[src/rtl/mem_arbiter.sv]
// Two-requester round-robin arbiter in front of a single-port, byte-wide,
// write-first synchronous RAM. A per-requester lock keeps multi-byte sequences
// atomic. A lock-length limit bounds how long one requester can hold the RAM.
module mem_arbiter #(
  parameter int unsigned addr_width = 9,
  parameter int unsigned lock_max   = 16
) (
  input  logic                  clk,
  input  logic                  reset,
  input  logic                  req0,
  input  logic                  req1,
  input  logic                  we0,
  input  logic                  we1,
  input  logic [addr_width-1:0] addr0,
  input  logic [addr_width-1:0] addr1,
  input  logic [7:0]            wdata0,
  input  logic [7:0]            wdata1,
  input  logic                  lock0,
  input  logic                  lock1,
  output logic                  gnt0,
  output logic                  gnt1,
  output logic                  rvalid0,
  output logic                  rvalid1,
  output logic [7:0]            rdata,
  output logic [addr_width-1:0] ram_addr,
  output logic [7:0]            ram_wdata,
  output logic                  ram_we,
  input  logic [7:0]            ram_rdata
);

  localparam logic [1:0] StOpen  = 2'd0;
  localparam logic [1:0] StLock0 = 2'd1;
  localparam logic [1:0] StLock1 = 2'd2;

  localparam logic [7:0] LockMax = 8'(lock_max);

  logic [1:0]            state_q, state_d;
  logic                  last_q, last_d;        // last winner, round-robin pointer
  logic [7:0]            cnt_q, cnt_d;          // cycles the current lock has been held
  logic                  prio_q, prio_d;        // one-shot priority after a lock timeout
  logic                  prio_id_q, prio_id_d;  // requester that owns that priority
  logic [addr_width-1:0] ram_addr_q, ram_addr_d;
  logic [7:0]            ram_wdata_q, ram_wdata_d;
  logic                  ram_we_q, ram_we_d;
  logic                  s1_valid_q, s1_valid_d;
  logic                  s1_id_q, s1_id_d;
  logic                  s2_valid_q, s2_valid_d;
  logic                  s2_id_q, s2_id_d;

  logic                  pick1;

  // Combinational grant: only the lock owner may be granted while locked.
  always_comb begin
    gnt0  = 1'b0;
    gnt1  = 1'b0;
    pick1 = 1'b0;
    if (!reset) begin
      case (state_q)
        StOpen: begin
          if (req0 && req1) begin
            // A timed-out lock hands the next tie to the other requester.
            pick1 = prio_q ? prio_id_q : ~last_q;
            gnt1  = pick1;
            gnt0  = ~pick1;
          end else begin
            gnt0 = req0;
            gnt1 = req1;
          end
        end
        StLock0: gnt0 = req0;
        StLock1: gnt1 = req1;
        default: begin
          gnt0 = 1'b0;
          gnt1 = 1'b0;
        end
      endcase
    end
  end

  // Next-state for the lock FSM, round-robin pointer and lock counter.
  always_comb begin
    state_d   = state_q;
    last_d    = last_q;
    cnt_d     = cnt_q;
    prio_d    = 1'b0;
    prio_id_d = prio_id_q;
    case (state_q)
      StOpen: begin
        if (gnt0) begin
          last_d = 1'b0;
          if (lock0) begin
            state_d = StLock0;
            cnt_d   = 8'd1;
          end
        end else if (gnt1) begin
          last_d = 1'b1;
          if (lock1) begin
            state_d = StLock1;
            cnt_d   = 8'd1;
          end
        end
      end
      StLock0: begin
        cnt_d = cnt_q + 8'd1;
        if (!lock0) begin
          state_d = StOpen;
        end else if (cnt_d == LockMax) begin
          state_d   = StOpen;
          prio_d    = 1'b1;
          prio_id_d = 1'b1;
        end
      end
      StLock1: begin
        cnt_d = cnt_q + 8'd1;
        if (!lock1) begin
          state_d = StOpen;
        end else if (cnt_d == LockMax) begin
          state_d   = StOpen;
          prio_d    = 1'b1;
          prio_id_d = 1'b0;
        end
      end
      default: state_d = StOpen;
    endcase
  end

  // RAM port capture and read-return pipeline next-state.
  always_comb begin
    ram_addr_d  = ram_addr_q;
    ram_wdata_d = ram_wdata_q;
    ram_we_d    = 1'b0;
    if (gnt0) begin
      ram_addr_d  = addr0;
      ram_wdata_d = wdata0;
      ram_we_d    = req0 & we0;
    end else if (gnt1) begin
      ram_addr_d  = addr1;
      ram_wdata_d = wdata1;
      ram_we_d    = req1 & we1;
    end
    s1_valid_d = (gnt0 & ~we0) | (gnt1 & ~we1);
    s1_id_d    = gnt1;
    s2_valid_d = s1_valid_q;
    s2_id_d    = s1_id_q;
  end

  // State registers with synchronous active-high reset.
  always_ff @(posedge clk) begin
    if (reset) begin
      state_q     <= StOpen;
      last_q      <= 1'b1;
      cnt_q       <= 8'd0;
      prio_q      <= 1'b0;
      prio_id_q   <= 1'b0;
      ram_addr_q  <= '0;
      ram_wdata_q <= 8'd0;
      ram_we_q    <= 1'b0;
      s1_valid_q  <= 1'b0;
      s1_id_q     <= 1'b0;
      s2_valid_q  <= 1'b0;
      s2_id_q     <= 1'b0;
    end else begin
      state_q     <= state_d;
      last_q      <= last_d;
      cnt_q       <= cnt_d;
      prio_q      <= prio_d;
      prio_id_q   <= prio_id_d;
      ram_addr_q  <= ram_addr_d;
      ram_wdata_q <= ram_wdata_d;
      ram_we_q    <= ram_we_d;
      s1_valid_q  <= s1_valid_d;
      s1_id_q     <= s1_id_d;
      s2_valid_q  <= s2_valid_d;
      s2_id_q     <= s2_id_d;
    end
  end

  assign ram_addr  = ram_addr_q;
  assign ram_wdata = ram_wdata_q;
  assign ram_we    = ram_we_q;
  assign rvalid0   = s2_valid_q & ~s2_id_q;
  assign rvalid1   = s2_valid_q & s2_id_q;
  assign rdata     = ram_rdata;

endmodule

[config.mk]
export PLATFORM = sky130hd
export DESIGN_NAME = mem_arbiter
export DESIGN_NICKNAME = d
export VERILOG_FILES = /design/src/rtl/mem_arbiter.sv
export SDC_FILE = /design/constraint.sdc
export NUM_CORES = 1
export LEC_CHECK = 0
export ABC_CLOCK_PERIOD_IN_PS = 3900
export CAP_MARGIN = 20
export CORE_ASPECT_RATIO = 2
export CORE_MARGIN = 3
export CORE_UTILIZATION = 45
export CTS_CLUSTER_SIZE = 12
export DETAILED_ROUTE_END_ITERATION = 7
export DONT_BUFFER_PORTS = 1
export SLEW_MARGIN = 30
export SYNTH_ARGS = -nofsm -noshare
export SYNTH_HDL_FRONTEND = slang
export SYNTH_SLANG_ARGS = --single-unit
[constraint.sdc]
create_clock -name clk -period 3.9 [get_ports clk]
set_clock_uncertainty 0.1 [all_clocks]
set_input_delay 0.585 -clock clk [delete_from_list [all_inputs] [get_ports clk]]
set_output_delay 0.585 -clock clk [all_outputs]
set_load 0.005 [all_outputs]
==> run summary, run 1 <==
YS warnings -> 0
Routed len/inst -> 19.47 microns
Most common cell after layout, fill and taps aside -> dfxtp_1
First-pass GRT wire length -> 8.397 mm
Vias in the first global route -> 1,788
Worst hold slack -> 258.3 ps
Layout cell share with drive strength beyond 1 -> 11.74%
CTS max path bufs -> 2
Relative slew margins -> 55.66%
Fillers -> 410
Antenna viol nets, final -> 0
Register area -> 700.7 sq um
Max_cap viols -> 0
Initial antenna violation count -> 0
Yosys cell types -> 53
Largest net degree at the start of global routing -> 30
Period utilisation layout -> 72.38%
Power Density -> 421.7 nW/um^2
Htree depth -> 2
Static leakage -> 0.0007128 uW
CP max stage cell -> nand2_2
Area occupied by multi-input gates -> 1100 sq um
Die Y -> 99.62 microns
Final non-filler cell area -> 2007 sq um
Port Buf Inserts -> 0
Final worst slack -> 1077 ps
Tmin final -> 2823 ps
DRC -> 0
First-pass DRT Iterations -> 4
Synth Flop Type -> dfxtp_1
WP data required -> 3210 ps
Post-Route WL -> 5.159 mm
DRT iter0 DRCs -> 37
Area Growth Syn to Fin -> 1.776%
Worst-margin pin slew -> 665.1 ps
Total gr overflow -> 0
Max IR drop VDD -> 0.0002358 V
Core Area -> 4170 sq um
Worst hold path class -> in -> reg
Gr usage total -> 20.69%
Kind of critical path -> reg -> out
Yosys reg bits -> 35
Final #Nets -> 267
Rows -> 33
Worst-path cell chain -> inv_1, ha_1, nand4b_2, nand2_2, inv_2
Pre-CTS WS -> 1401 ps
Fmax -> 354.2 MHz
Sequential-to-total area share from yosys stat -> 35.53%
Startpoint Class -> flip-flop
RSZ-0062 raised after global routing -> false
Hold Path Cell Cnt -> 1
Status -> complete, no violations
Cells after Synth -> 225
Asr flop ratio synth -> 0%
Clock latency on the worst-skew pair -> 290 ps
CP max FO -> 27
Slowest stage delay, CP -> 480 ps
Clock root buffer -> clkbuf_8
Critical Path AT -> 2140 ps
DP HPWL -> 3.918 mm
Total negative slack -> 0 ps
Die W -> 52.81 microns
Hold Fails Final Rpt -> 0
Slew Viols, Final -> 0
R2R depth -> 7
ANT cells -> 0
Io pins -> 80
TritonCTS Sinks -> 35
Commonest non-fill, non-tap cells in the layout -> dfxtp_1, nand2_1, o211ai_1
Number of synthesized flops with an enable pin -> 0
Post-CTS Resized -> 0
DR vias -> 1,735
TritonCTS Buffers -> 5
Endpoints failing setup -> 0
Finished Core Util -> 48.12%
Final Wtd Congestion -> 0.8824
Mean post-synth cell area -> 8.764 sq um
Cell Area, Synth -> 1972 sq um
Via density -> 6.547
Synthesized Nets -> 280
# Post-CTS Setup Buffers -> 0
Hold-fix buffers, CTS -> 0
CTS tree -> yes
DIE AREA -> 5261 sq um
Starting Density -> 47.28%
Clk slew on worst S/H paths -> 70 ps
Dpl cell area -> 1922 sq um
Critical Path End Type -> output port
final timing paths:
path	from	end	slack, ps
worst max-delay path	state_q[1]	gnt0	1080
worst min-delay path	reset	s2_id_q	260
worst max register to register	state_q[1]	ram_addr[2]	1470
worst min register to register	s1_id_q	s2_id_q	340
synth_stat cells (all sizes together), types with 5 or more instances:
library cell | instances | area [sq um]
dfxtp | 35 | 700.7
nand2 | 27 | 103.9
o211ai | 17 | 127.6
buf | 16 | 107.6
nand3 | 14 | 70.07
o2111ai | 12 | 105.1
inv | 11 | 41.29
o21ai | 8 | 43.79
a21oi | 6 | 33.78
a22oi | 6 | 45.04
clkbuf | 6 | 22.52
nand2b | 6 | 42.54
ha | 5 | 62.56
nor2b | 5 | 33.78
o2bb2ai | 5 | 43.79
registers in the layout (all words and copies together), names as in the netlist, 2 cells and up:
name and flops:
cnt_q 8, state_q 2, ram_wdata 8, ram_addr 9
area by class of cell:
| cell class | count | area share (%) |
|---|---|---|
| tap | 52 | 3.242 |
| clock inverter | 2 | 0.6234 |
| clock buffer | 6 | 3.616 |
| sequential | 35 | 34.91 |
| inverter | 11 | 2.057 |
| multi-input combinational | 157 | 54.80 |
| timing repair buffer | 2 | 0.7481 |
critical path: cells and delay by family (launching register included):
| family | cells | cell delay (ps) |
|---|---|---|
| buf+inv | 2 | 360 |
| fa+ha+maj | 1 | 250 |
| flops | 1 | 360 |
| simple gates | 2 | 870 |
power by group:
group | leakage (uW) | internal (uW) | total [uW] | switching (uW)
registers | 0.000287 | 389 | 413 | 24.3
clock network | 0.0000412 | 125 | 256 | 131
logic | 0.000385 | 64.5 | 177 | 113
metal layers:
metal  vias up  share of wire [%]  track usage [%]
li1        819                  -                -
met1       828                 35            21.52
met2        72                 56            36.59
met3        16                6.2            4.948
met4         0                3.2            10.63
met5         -                  0                0
logic make-up after synthesis:
family / share of synthesized area [%]
simple gates: 18.02
buf+inv: 8.693
mux: 0.5076
flops: 35.53
compound gates: 33.19
fa+ha+maj: 3.173
xor+xnor: 0.8885
through the flow:
| stage | instances | total power (uW) |
|---|---|---|
| floorplan | 225 | 569.4 |
| global placement | 257 | 587.8 |
| detailed placement | 257 | 597.0 |
| CTS | 265 | 853.1 |
| global route | 265 | 888.3 |
| finish | 265 | 846.4 |
No activity file was read; power rests on OpenSTA's default activity.
==> run 2, diff against run 1 <==
Settings changed: ABC_CLOCK_PERIOD_IN_PS 3900 to 2700.
Clock period 3.9 ns to 2.7 ns, I/O delays scaled along.
==> run 2 against run 1 <==
Net effect: core utilization is 0.72 points higher; first-iteration DRC count is 38% higher; hold slack worse by 180 ps; via count is 1.2% lower; global-route usage is 0.082 points higher; die area stayed put; final area is 1.5% higher; critical path depth is 2 higher; sequential power is 45% higher; cell count is 0.75% higher; non-clock buffer count is 2 higher; sequential share of layout area is 0.51 points lower; largest cell class unchanged; highest routed layer unchanged.
==> run summary, run 2 (synthesis results as in run 1) <==
Final #Nets -> 269
Critical Path End Type -> flip-flop
DRC -> 0
Worst-margin pin slew -> 550.1 ps
CTS tree -> yes
Static leakage -> 0.0007324 uW
TritonCTS Sinks -> 35
Core Area -> 4170 sq um
Fillers -> 435
Gr usage total -> 20.78%
CP max FO -> 9
Total gr overflow -> 0
Layout cell share with drive strength beyond 1 -> 12.56%
Max reg flops -> 9
Routed len/inst -> 19.16 microns
Rows -> 33
Antenna viol nets, final -> 0
DRT iter0 DRCs -> 51
WP data required -> 2760 ps
Finished Core Util -> 48.84%
Slowest stage delay, CP -> 380 ps
Clock latency on the worst-skew pair -> 290 ps
Io pins -> 80
DR vias -> 1,714
Htree depth -> 2
Hold Fails Final Rpt -> 0
Max IR drop VDD -> 0.0004564 V
DP HPWL -> 3.934 mm
Vias in the first global route -> 1,769
Area occupied by multi-input gates -> 1100 sq um
Slew Viols, Final -> 0
Startpoint Class -> flip-flop
Clock root buffer -> clkbuf_8
Total negative slack -> 0 ps
Clk slew on worst S/H paths -> 70 ps
Starting Density -> 47.28%
Power Density -> 627.0 nW/um^2
Worst-path cell chain -> inv_1, ha_1, o21ai_1, a21o_2, a211o_1, a221oi_1, o32ai_1
Max_cap viols -> 0
Commonest non-fill, non-tap cells in the layout -> dfxtp_1, nand2_1, o211ai_1
Kind of critical path -> reg -> reg
RSZ-0062 raised after global routing -> false
Port Buf Inserts -> 0
Hold-fix buffers, CTS -> 0
Register area -> 700.7 sq um
Largest net degree at the start of global routing -> 30
Area Growth Syn to Fin -> 3.299%
Period utilisation layout -> 85.50%
Tmin final -> 2308 ps
Fmax -> 433.2 MHz
Critical Path AT -> 2370 ps
Initial antenna violation count -> 0
ANT cells -> 0
Die Y -> 99.62 microns
Worst hold slack -> 80.53 ps
Final Wtd Congestion -> 0.8168
CTS max path bufs -> 2
Endpoints failing setup -> 0
Post-Route WL -> 5.116 mm
Post-CTS Resized -> 0
Die W -> 52.81 microns
Most common cell after layout, fill and taps aside -> dfxtp_1
Total power -> 1277 uW
Status -> complete, no violations
Via density -> 6.419
DIE AREA -> 5261 sq um
Relative slew margins -> 63.19%
First-pass GRT wire length -> 8.335 mm
# Post-CTS Setup Buffers -> 0
First-pass DRT Iterations -> 4
Worst hold path class -> in -> reg
CP max stage cell -> a211o_1
Layout Cells excl Fill -> 267
TritonCTS Buffers -> 5
Inst Count DP -> 259
==> run 2: cell types whose count changed in the layout (fill, tap and decap cells not counted), sizes merged <==
cell      delta
buf          +2
clkbuf       +2
clkinv       -1
clkinvlp     -1
==> run 2: final timing paths <==
check	start	to	slack, ps	depth (start not counted)
setup / recovery	state_q[1]	cnt_q[5]	390	7
hold / removal	reset	prio_id_q	80	1
setup reg to reg	state_q[1]	cnt_q[5]	390	7
hold reg to reg	s1_valid_q	s2_valid_q	350	1
==> run 2: power by group <==
group	internal (uW)	leakage (uW)	switching [uW]	total (uW)
sequential	562	0.000287	34.8	597
combinational	98.6	0.000394	163	261
clock	233	0.0000515	187	419
total	893	0.000732	384	1280
==> run 2: critical path, delay by kind of cell (launching register included) <==
family	cells	cell delay, ps
flip-flops	1	330
adder cells (fa/ha/maj)	1	370
AO/OA/AOI/OAI	5	1270
buffers and inverters	1	110
==> run 2: cell type report <==
type,count,share of cell area [%]
Clock buffer,8,4.914
Inverter,11,2.027
Multi-Input combinational cell,157,53.99
Sequential cell,35,34.40
Tap cell,52,3.194
Timing Repair Buffer,4,1.474
==> run 2: layer usage <==
layer | GRT usage, % | vias to the layer above | wire length (microns)
met5 | 0 | - | 0
met4 | 7.480 | 0 | 94
met3 | 5.697 | 10 | 305
met2 | 37.36 | 63 | 2867
met1 | 22.06 | 817 | 1848
li1 | - | 824 | -
==> run 2: through the flow <==
step	cell area (sq um)	worst slack, ps
after floorplan	1972	772.1
after global placement	1937	608.0
after detailed placement	1937	441.6
after CTS	2037	428.7
after global routing	2037	348.7
final	2037	391.6
==> run 3, diff against run 2 <==
Settings changed: GPL_TIMING_DRIVEN from default to 0.
==> run 3 against run 2 <==
Net effect: core utilization rose by 3.3 points; critical path depth fell by 1; cell count is 6.7% higher; global-route usage is 0.93 points higher; sequential share of layout area is 2.2 points lower; fmax is 7.9% lower; largest cell class unchanged.
==> run summary, run 3 (synthesis results as in run 1) <==
Status -> complete, no violations
Max reg flops -> 9
Relative slew margins -> 61.03%
# Post-CTS Setup Buffers -> 0
Io pins -> 80
Gr usage total -> 21.71%
Worst-path cell chain -> inv_1, ha_1, nand4b_2, nand2_2, inv_2, buf_4
CTS tree -> yes
Max IR drop VDD -> 0.0004350 V
Crit. Startpoint -> state_q[1]
Die Y -> 99.62 microns
Rows -> 33
Critical Path AT -> 2000 ps
Period utilisation layout -> 92.87%
DRT iter0 DRCs -> 44
Layout Cells excl Fill -> 285
Reg2Reg Launch Point -> state_q[1]
Worst-margin pin slew -> 582.5 ps
Core Area -> 4170 sq um
Commonest non-fill, non-tap cells in the layout -> dfxtp_1, nand2_1, o211ai_1
Layout cell share with drive strength beyond 1 -> 17.17%
Tmin final -> 2507 ps
Largest net degree at the start of global routing -> 13
Vias in the first global route -> 1,863
Fillers -> 414
Hold Path Cell Cnt -> 1
CP endpoint -> gnt0
Initial antenna violation count -> 0
Worst R2R Setup Slack -> 470 ps
Fmax -> 398.8 MHz
Post-Route WL -> 5.390 mm
Clock latency on the worst-skew pair -> 290 ps
DRC -> 0
DR vias -> 1,828
Critical Path End Type -> output port
RSZ-0062 raised after global routing -> false
ANT cells -> 0
Static leakage -> 0.0008027 uW
Power Density -> 667.0 nW/um^2
Final Wtd Congestion -> 0.8493
WP data required -> 2190 ps
Hold-fix buffers, CTS -> 0
Dpl cell area -> 2037 sq um
Startpoint Class -> flip-flop
Max_cap viols -> 0
Area Growth Syn to Fin -> 10.22%
Slowest stage delay, CP -> 390 ps
Inst Count DP -> 277
Reg2reg end -> cnt_q[5]
DP HPWL -> 4.284 mm
Final non-filler cell area -> 2173 sq um
First-pass GRT wire length -> 8.742 mm
Total negative slack -> 0 ps
Delay-heaviest family, CP -> simple AND/OR/NAND/NOR gates
Clock root buffer -> clkbuf_8
Slew Viols, Final -> 0
First-pass DRT Iterations -> 4
Total gr overflow -> 0
TritonCTS Sinks -> 35
Final #Nets -> 287
Antenna viol nets, final -> 0
Clk slew on worst S/H paths -> 80 ps
WP buf/inv -> 3
CP max stage cell -> nand4b_2
Hold Fails Final Rpt -> 0
Port Buf Inserts -> 0
R2R depth -> 6
Via density -> 6.414
Endpoints failing setup -> 0
Routed len/inst -> 18.91 microns
Most common cell after layout, fill and taps aside -> dfxtp_1
Die W -> 52.81 microns
Final worst slack -> 192.5 ps
Kind of critical path -> reg -> out
CP Depth -> 6
Pre-CTS WS -> 494.0 ps
CTS max path bufs -> 2
Starting Density -> 47.28%
DIE AREA -> 5261 sq um
Worst hold path class -> in -> reg
Htree depth -> 2
Post-CTS Resized -> 0
CP max FO -> 10
TritonCTS Buffers -> 5
run 3: cell types whose count changed in the layout (fill, tap and decap cells not counted), sizes merged:
| cell | previous run | this run |
|---|---|---|
| buf | 4 | 16 |
| bufinv | 0 | 2 |
| clkinvlp | 0 | 1 |
| clkbuf | 8 | 11 |
run 3: layer usage:
| metal | routed length [microns] | share of wire (%) | vias up | GRT usage [%] |
|---|---|---|---|---|
| li1 | - | - | 860 | - |
| met1 | 1819 | 34 | 886 | 22.00 |
| met2 | 3123 | 58 | 70 | 39.85 |
| met3 | 331 | 6.1 | 12 | 5.097 |
| met4 | 115 | 2.1 | 0 | 9.449 |
| met5 | 0 | 0 | - | 0 |
run 3: report_power, final:
part	total (uW)	switching, uW	leakage (uW)	internal, uW
Sequential	596	34.2	0.000287	561
Combinational	283	173	0.000452	110
Clock	570	202	0.0000644	368
Total	1450	410	0.000803	1040
run 3: worst min-delay path by stage:
stage | slack [ps] | end | start
final | 140 | s1_valid_q | we1
after floorplan | 310 | s2_id_q | s1_id_q
after global placement | 320 | s2_id_q | s1_id_q
after global routing | 140 | ram_addr[2] | addr1[2]
after CTS | 130 | ram_wdata[2] | wdata1[2]
after detailed placement | 330 | s2_valid_q | s1_valid_q
run 3: metrics by stage:
step	hold WS (ps)	util, %	total power [uW]
final	137.1	52.12	1450
after global routing	137.6	52.12	1509
after CTS	130.9	52.12	1458
after detailed placement	333.9	48.84	892.2
after global placement	319.8	48.84	880.7
after floorplan	313.8	-	822.5
run 3: final cells by class:
class                      count  area, sq um  share of cell area [%]
sequential                    35        700.7                   32.24
inverter                      11        41.29                   1.900
buffer                        22        130.1                   5.987
clock buffer                   5        68.82                   3.166
multi-input combinational    157         1100                   50.60
tap                           52        65.06                   2.994
clock inverter                 3        67.56                   3.109
run 3: worst reg2reg max path, cell delays in order (launching register included):
cell and delay (ps):
dfxtp_1 370, inv_1 90, ha_1 260, nand4b_2 390, a211o_1 460, a221oi_1 330
o32ai_1 120
